[src/rtl/wfg_drive_spi_mc.sv]
// wfg_drive_spi_mc: multi chip-select SPI master drive core.
// Buffers AXIS samples in a FIFO; each pattern sync shifts one frame out.
// Ports: clk/rst_n; wfg_axis_* sample sink (tlast ignored); wfg_pat_sync_i
// trigger; ctrl_en/clkcfg_div/cfg_* settings, latched into shadow registers
// when a frame starts; wfg_drive_spi_* pads; status_* busy/fill/underflow.
// Optional: define WFG_DRIVE_SPI_MC_BURST_EN to add cfg_burst_q_i, which
// chains queued frames under one chip-select assertion.
module wfg_drive_spi_mc #(
  parameter int AXIS_DATA_WIDTH = 32,
  parameter int NUM_CS          = 4,
  parameter int FIFO_DEPTH      = 4
) (
  input  logic                          clk,
  input  logic                          rst_n,
  input  logic                          wfg_pat_sync_i,
  output logic                          wfg_axis_tready_o,
  input  logic                          wfg_axis_tvalid_i,
  input  logic [AXIS_DATA_WIDTH-1:0]    wfg_axis_tdata_i,
  input  logic                          wfg_axis_tlast_i,
  input  logic                          ctrl_en_q_i,
  input  logic [7:0]                    clkcfg_div_q_i,
  input  logic                          cfg_cpol_q_i,
  input  logic                          cfg_cpha_q_i,
  input  logic                          cfg_lsbfirst_q_i,
  input  logic [1:0]                    cfg_dff_q_i,
  input  logic                          cfg_sspol_q_i,
  input  logic [2:0]                    cfg_cs_sel_q_i,
`ifdef WFG_DRIVE_SPI_MC_BURST_EN
  input  logic                          cfg_burst_q_i,
`endif
  input  logic                          status_clr_i,
  output logic                          wfg_drive_spi_sclk_o,
  output logic [NUM_CS-1:0]             wfg_drive_spi_cs_no,
  output logic                          wfg_drive_spi_sdo_o,
  output logic                          status_busy_o,
  output logic [$clog2(FIFO_DEPTH):0]   status_fill_o,
  output logic                          status_uflow_o
);
  localparam int W  = AXIS_DATA_WIDTH;
  localparam int AW = $clog2(FIFO_DEPTH);
  localparam logic [AW:0] LP_FULL = FIFO_DEPTH[AW:0];
  localparam logic [5:0]  LP_WN   = W[5:0];

  typedef enum logic [1:0] {
    S_IDLE, S_SETUP, S_SHIFT, S_HOLD
  } state_t;

  state_t r_state, w_next;

  logic [W-1:0]  r_mem [FIFO_DEPTH];
  logic [AW-1:0] r_wptr, r_rptr;
  logic [AW:0]   r_fill;
  logic          r_cpol, r_cpha, r_lsb, r_sspol;
  logic [2:0]    r_cs;
  logic [7:0]    r_div, r_hcnt;
  logic [5:0]    r_n;
  logic [6:0]    r_tog;
  logic [W-1:0]  r_sr;
  logic          r_sclk, r_sdo, r_uflow;

  logic          w_idle, w_full, w_empty, w_push;
  logic          w_start, w_load, w_abort, w_burst;
  logic          w_hend, w_last, w_adv;
  logic          w_lsb_sel, w_cpha_sel, w_unused;
  logic [5:0]    w_n_cfg, w_n_sel;
  logic [W-1:0]  w_mask, w_frame, w_algn;

  function automatic logic f_head(logic [W-1:0] v, logic lsb);
    return lsb ? v[0] : v[W-1];
  endfunction

  function automatic logic [W-1:0] f_shift(logic [W-1:0] v, logic lsb);
    return lsb ? (v >> 1) : (v << 1);
  endfunction

  assign w_unused = wfg_axis_tlast_i;

  assign w_idle  = (r_state == S_IDLE);
  assign w_full  = (r_fill == LP_FULL);
  assign w_empty = (r_fill == '0);
  assign w_push  = wfg_axis_tvalid_i & wfg_axis_tready_o;
  assign w_start = w_idle & wfg_pat_sync_i
                 & ctrl_en_q_i & ~w_empty;
  assign w_abort = ~w_idle & ~ctrl_en_q_i;
  assign w_hend  = (r_hcnt == r_div);
  assign w_last  = (r_tog == {r_n, 1'b0} - 7'd1);
  // cpha=1 moves data on leading (odd) toggles, cpha=0 on
  // trailing ones except the final edge of the frame.
  assign w_adv   = r_cpha ? ~r_tog[0]
                          : (r_tog[0] & ~w_last);

`ifdef WFG_DRIVE_SPI_MC_BURST_EN
  assign w_burst = cfg_burst_q_i & ~w_empty;
`else
  assign w_burst = 1'b0;
`endif

  // Frame length 8*(dff+1), clamped to the stream width.
  always_comb begin
    w_n_cfg = {1'b0, cfg_dff_q_i, 3'b000} + 6'd8;
    if (W < 32 && w_n_cfg > LP_WN) w_n_cfg = LP_WN;
  end

  // A burst reload reuses the shadowed format.
  assign w_n_sel    = w_idle ? w_n_cfg : r_n;
  assign w_lsb_sel  = w_idle ? cfg_lsbfirst_q_i : r_lsb;
  assign w_cpha_sel = w_idle ? cfg_cpha_q_i : r_cpha;

  // MSB-first frames are left-aligned so the head is bit W-1.
  always_comb begin
    w_mask  = ~({W{1'b1}} << w_n_sel);
    w_frame = r_mem[r_rptr] & w_mask;
    w_algn  = w_lsb_sel ? w_frame
                        : (w_frame << (W - int'(w_n_sel)));
  end

  always_comb begin
    w_next = r_state;
    w_load = 1'b0;
    unique case (r_state)
      S_IDLE: begin
        if (w_start) begin
          w_next = S_SETUP;
          w_load = 1'b1;
        end
      end
      S_SETUP: if (w_hend) w_next = S_SHIFT;
      S_SHIFT: if (w_hend && w_last) w_next = S_HOLD;
      S_HOLD: begin
        if (w_hend) begin
          if (w_burst) begin
            w_next = S_SETUP;
            w_load = 1'b1;
          end else begin
            w_next = S_IDLE;
          end
        end
      end
      default: w_next = S_IDLE;
    endcase
    if (w_abort) begin
      w_next = S_IDLE;
      w_load = 1'b0;
    end
  end

  always_ff @(posedge clk or negedge rst_n) begin
    if (!rst_n) r_state <= S_IDLE;
    else        r_state <= w_next;
  end

  always_ff @(posedge clk or negedge rst_n) begin
    if (!rst_n) begin
      for (int i = 0; i < FIFO_DEPTH; i++) r_mem[i] <= '0;
      r_wptr <= '0;
      r_rptr <= '0;
      r_fill <= '0;
    end else if (w_abort) begin
      r_wptr <= '0;
      r_rptr <= '0;
      r_fill <= '0;
    end else begin
      if (w_push) begin
        r_mem[r_wptr] <= wfg_axis_tdata_i;
        r_wptr        <= r_wptr + 1'b1;
      end
      if (w_load) r_rptr <= r_rptr + 1'b1;
      case ({w_push, w_load})
        2'b10:   r_fill <= r_fill + 1'b1;
        2'b01:   r_fill <= r_fill - 1'b1;
        default: r_fill <= r_fill;
      endcase
    end
  end

  always_ff @(posedge clk or negedge rst_n) begin
    if (!rst_n) begin
      r_cpol  <= 1'b0;
      r_cpha  <= 1'b0;
      r_lsb   <= 1'b0;
      r_sspol <= 1'b0;
      r_cs    <= '0;
      r_div   <= '0;
      r_n     <= '0;
      r_sr    <= '0;
      r_sclk  <= 1'b0;
      r_sdo   <= 1'b0;
      r_hcnt  <= '0;
      r_tog   <= '0;
    end else begin
      if (w_load) begin
        if (w_idle) begin
          r_cpol  <= cfg_cpol_q_i;
          r_cpha  <= cfg_cpha_q_i;
          r_lsb   <= cfg_lsbfirst_q_i;
          r_sspol <= cfg_sspol_q_i;
          r_cs    <= cfg_cs_sel_q_i;
          r_div   <= clkcfg_div_q_i;
          r_n     <= w_n_cfg;
          r_sclk  <= cfg_cpol_q_i;
        end
        r_hcnt <= '0;
        r_tog  <= '0;
        if (w_cpha_sel) begin
          r_sdo <= 1'b0;
          r_sr  <= w_algn;
        end else begin
          r_sdo <= f_head(w_algn, w_lsb_sel);
          r_sr  <= f_shift(w_algn, w_lsb_sel);
        end
      end else if (!w_idle) begin
        r_hcnt <= w_hend ? '0 : r_hcnt + 8'd1;
        if (r_state == S_SHIFT && w_hend) begin
          r_sclk <= ~r_sclk;
          r_tog  <= r_tog + 7'd1;
          if (w_adv) begin
            r_sdo <= f_head(r_sr, r_lsb);
            r_sr  <= f_shift(r_sr, r_lsb);
          end
        end
      end
      if (w_next == S_IDLE) r_sdo <= 1'b0;
    end
  end

  always_ff @(posedge clk or negedge rst_n) begin
    if (!rst_n)            r_uflow <= 1'b0;
    else if (status_clr_i) r_uflow <= 1'b0;
    else if (w_idle && wfg_pat_sync_i
             && ctrl_en_q_i && w_empty)
      r_uflow <= 1'b1;
  end

  always_comb begin
    for (int i = 0; i < NUM_CS; i++) begin
      if (w_idle)
        wfg_drive_spi_cs_no[i] = ~cfg_sspol_q_i;
      else if (int'(r_cs) == i)
        wfg_drive_spi_cs_no[i] = r_sspol;
      else
        wfg_drive_spi_cs_no[i] = ~r_sspol;
    end
  end

  assign wfg_axis_tready_o    = ctrl_en_q_i & ~w_full;
  assign wfg_drive_spi_sclk_o = w_idle ? cfg_cpol_q_i : r_sclk;
  assign wfg_drive_spi_sdo_o  = r_sdo;
  assign status_busy_o        = ~w_idle;
  assign status_fill_o        = r_fill;
  assign status_uflow_o       = r_uflow;
endmodule

[config.mk]
export PLATFORM = sky130hd
export DESIGN_NAME = wfg_drive_spi_mc
export DESIGN_NICKNAME = d
export VERILOG_FILES = /design/src/rtl/wfg_drive_spi_mc.sv
export SDC_FILE = /design/constraint.sdc
export NUM_CORES = 1
export LEC_CHECK = 0
export CORE_ASPECT_RATIO = 1.25
export CORE_MARGIN = 2
export CORE_UTILIZATION = 40
export CTS_BUF_LIST = sky130_fd_sc_hd__clkbuf_8
export CTS_CLUSTER_SIZE = 16
export DETAILED_ROUTE_END_ITERATION = 12
export GPL_TIMING_DRIVEN = 0
export SLEW_MARGIN = 20
export SYNTH_ARGS = -nofsm -noshare
export SYNTH_HDL_FRONTEND = slang
export SYNTH_SLANG_ARGS = --single-unit
[constraint.sdc]
create_clock -name clk -period 10.4 [get_ports clk]
set_clock_uncertainty 0.15 [all_clocks]
set_input_delay 1.56 -clock clk [delete_from_list [all_inputs] [get_ports clk]]
set_output_delay 1.56 -clock clk [all_outputs]
set_load 0.01 [all_outputs]
==> metrics <==
Mapped Area 13,060 um^2; total number of yosys warnings 0; Synth Register Bits 207; gate count after technology mapping 1,267; via count 11,090; final hold viol count 0; CTS max path bufs 3; Data arrival, critical path 6.32 ns; CTS H-tree lvls 2; I/O pin cnt 68; switching share of total power 44.29%; clock slew at reported path FFs 0.06 ns; routed wire length 44,390 um; initial antenna violation count 0; Setup Buffers After CTS 0; DIE HEIGHT 206 um; drt pass-1 iters 7; vias in the first global route 11,420; Pwr Density 317.4 nW/um^2; core area 32,410 um^2; WL per Instance 24.41 um; Clock Tree Root clkbuf_8; final std cells w/o fill 1,819; post-synthesis mux area share 24.08%; CTS resizes 0; post-synthesis compound-gate area fraction 16.50%; max-slew violation count 0; NumNets Final 1,444; Fin Setup TNS 0 ns; Slew @ Worst Pin 1.158 ns; ANT nets after route 0; share of cells above drive strength 1 21.00%; Cells after DPL 1,753; Detailed Route Iter0 Violations 815; Combinational Power Share 55.4%; maximum VDD drop 0.0001378 V; Post-Synth Adder-Cell Area 1.303%; Async SR Flop Fraction 100.0%; syn nets 1,336; Overall Global Routing Usage 25.94%; CTS Buf Count 38; remaining global-route overflow 0; first-pass GRT wire length 68,790 um; simple-gate area share of the yosys netlist 13.04%; critical path class primary input to flop; clock share of power 15.8%; hold path depth 2; Cell Int Power 2.659 mW; GP Congestion 0.9947; sequential share of power 28.8%; Lkg Pwr 6.303 nW; EDFF count, synth 0; Min-Delay Startpoint r_div[1]; setup violators final 0; maximum clock rate 164.7 MHz; max-cap viol count 0; Psw 2.114 mW; Overall Power 4.773 mW; Clock Latency Late Sink 0.57 ns; Seq/Total Area, Yosys 39.67%; pin count of the biggest net entering global routing 87; dpl hpwl 33,640 um; Worst R2R Path Depth 17; die area 34,110 um^2; hold worst-path end r_div[1]; Setup crit end kind flop; period utilization 58.37%; clock period minus worst slack 6.071 ns; RR Startpoint r_state[0]; # rows 74; FF-to-FF setup slack 4.41 ns; RSZ-0062 raised after global routing no; Yosys cell types 85; Required @ worst endpoint 10.65 ns; count of hold buffers inserted by post-cts repair 0; Synth Area in XOR/XNOR 2.079%; CTS Sinks 207; maximum fanout along the worst path 9; Syn Area/Cell 10.31 um^2; r2r endpoint r_sr[23]; crit start category primary input; I/O Buffers 66; hold_ws 0.3440 ns; HP Class flop to flop; CTS tree yes; Starting Density 40.29%; Synth Flop Type dfrtp_1; Slew headroom 22.02%; status complete, no violations; Area growth, synth to finish 15.16%; DRC viols 0; largest family of logic cells by synthesized area multiplexers; vias per cell 6.094; die width 165.6 um
area by class of cell:
type                    instances  area [um^2]
clock inverters                19        90.09
multi-input cells             957         7453
diodes                          1        2.502
flip-flops and latches        207         5180
plain buffers                  89        381.6
inverters                      14        52.55
well taps                     418        523.0
fillers                      3147        17370
repair buffers                 68        720.7
clock buffers                  46        633.1
state kept, by name (all words and copies together) (netlist names), 3 cells and up:
name           flops
status_fill_o      3
r_n                6
r_cs               3
r_hcnt             8
r_mem            128
r_div              8
r_tog              7
r_sr              32
power by group through the flow:
stage                     sequential (mW)  clock [mW]  combinational (mW)
after global placement               1.37           0                2.57
after floorplan                      1.31           0                1.79
after detailed placement             1.38           0                2.58
after CTS                            1.37       0.776                2.59
after global routing                 1.42       0.813                2.81
final                                1.38       0.753                2.64
worst max-delay path by stage:
| stage | endpoint | from | slack [ns] |
|---|---|---|---|
| final | r_sr[23] | cfg_dff_q_i[0] | 4.33 |
| after floorplan | r_sr[27] | cfg_dff_q_i[0] | 5.79 |
| after CTS | r_sr[23] | cfg_dff_q_i[0] | 4.56 |
| after global placement | r_mem[39] | rst_n | -1.32 |
| after global routing | r_sr[23] | cfg_dff_q_i[0] | 4.35 |
| after detailed placement | r_sr[23] | cfg_dff_q_i[0] | 4.01 |
Yosys cell counts (12+ instances only):
cell	n	area, um^2
mux2_2	145	1633
mux4_2	44	991.0
buf_2	14	70.07
o22ai_1	22	137.6
xnor2_1	20	175.2
dfrtp_1	207	5180
buf_1	19	71.32
a21oi_1	38	190.2
nor3_1	31	155.2
nand3_1	26	130.1
o21ai_0	72	360.4
inv_1	13	48.80
mux2i_1	52	520.5
nor2_1	97	364.1
a211oi_1	15	112.6
o211ai_1	19	142.6
ha_1	12	150.1
nand2_1	140	525.5
clkbuf_1	52	195.2
critical path: stages:
cell             delay (ns)
clkdlybuf4s50_1        0.64
ha_1                   0.41
nor3b_2                0.63
or2_2                  0.22
clkbuf_1               0.31
and2_1                 0.18
clkbuf_1               0.40
nor2_1                 0.24
a2bb2oi_1              0.34
nand2_1                0.26
a211o_1                0.32
a2111oi_0              0.64
a2bb2oi_1              0.16
stage by stage:
step	utilization [%]	area, um^2	setup WS [ns]
6_report	46.40	15040	4.329
5_1_grt	46.39	15030	4.346
4_1_cts	46.39	15030	4.565
3_5_place_dp	44.16	14310	4.012
3_3_place_gp	43.95	14240	-1.320
2_1_floorplan	-	13060	5.787
kinds of logic after synthesis:
group	after synthesis
AOI/OAI and AO/OA	305
DFF	207
adders and majority gates	13
xor gates and xnor gates	31
and+or+nand+nor	367
buffers and inverters	103
muxes	241
placed cells by master, fill, tap and decap left out, types with 10 or more instances in the layout:
cell type	n
a211oi_1	14
a21oi_1	38
a22oi_1	11
and3_1	11
buf_1	19
buf_2	14
clkbuf_1	52
clkbuf_8	46
clkdlybuf4s50_1	65
dfrtp_1	207
ha_1	12
inv_1	24
mux2_2	145
mux2i_1	52
mux4_2	44
nand2_1	140
nand3_1	26
nor2_1	97
nor3_1	30
o211ai_1	19
o21ai_0	72
o22ai_1	22
or3_1	10
xnor2_1	20
xor2_1	11
layer usage:
metal | routed length (um) | global-route usage, %
met3 | 2466 | 3.581
met4 | 2836 | 14.81
met1 | 17840 | 31.63
met2 | 21260 | 44.37
met5 | 0 | 0
Note: power is estimated with default switching activity, not from simulation.
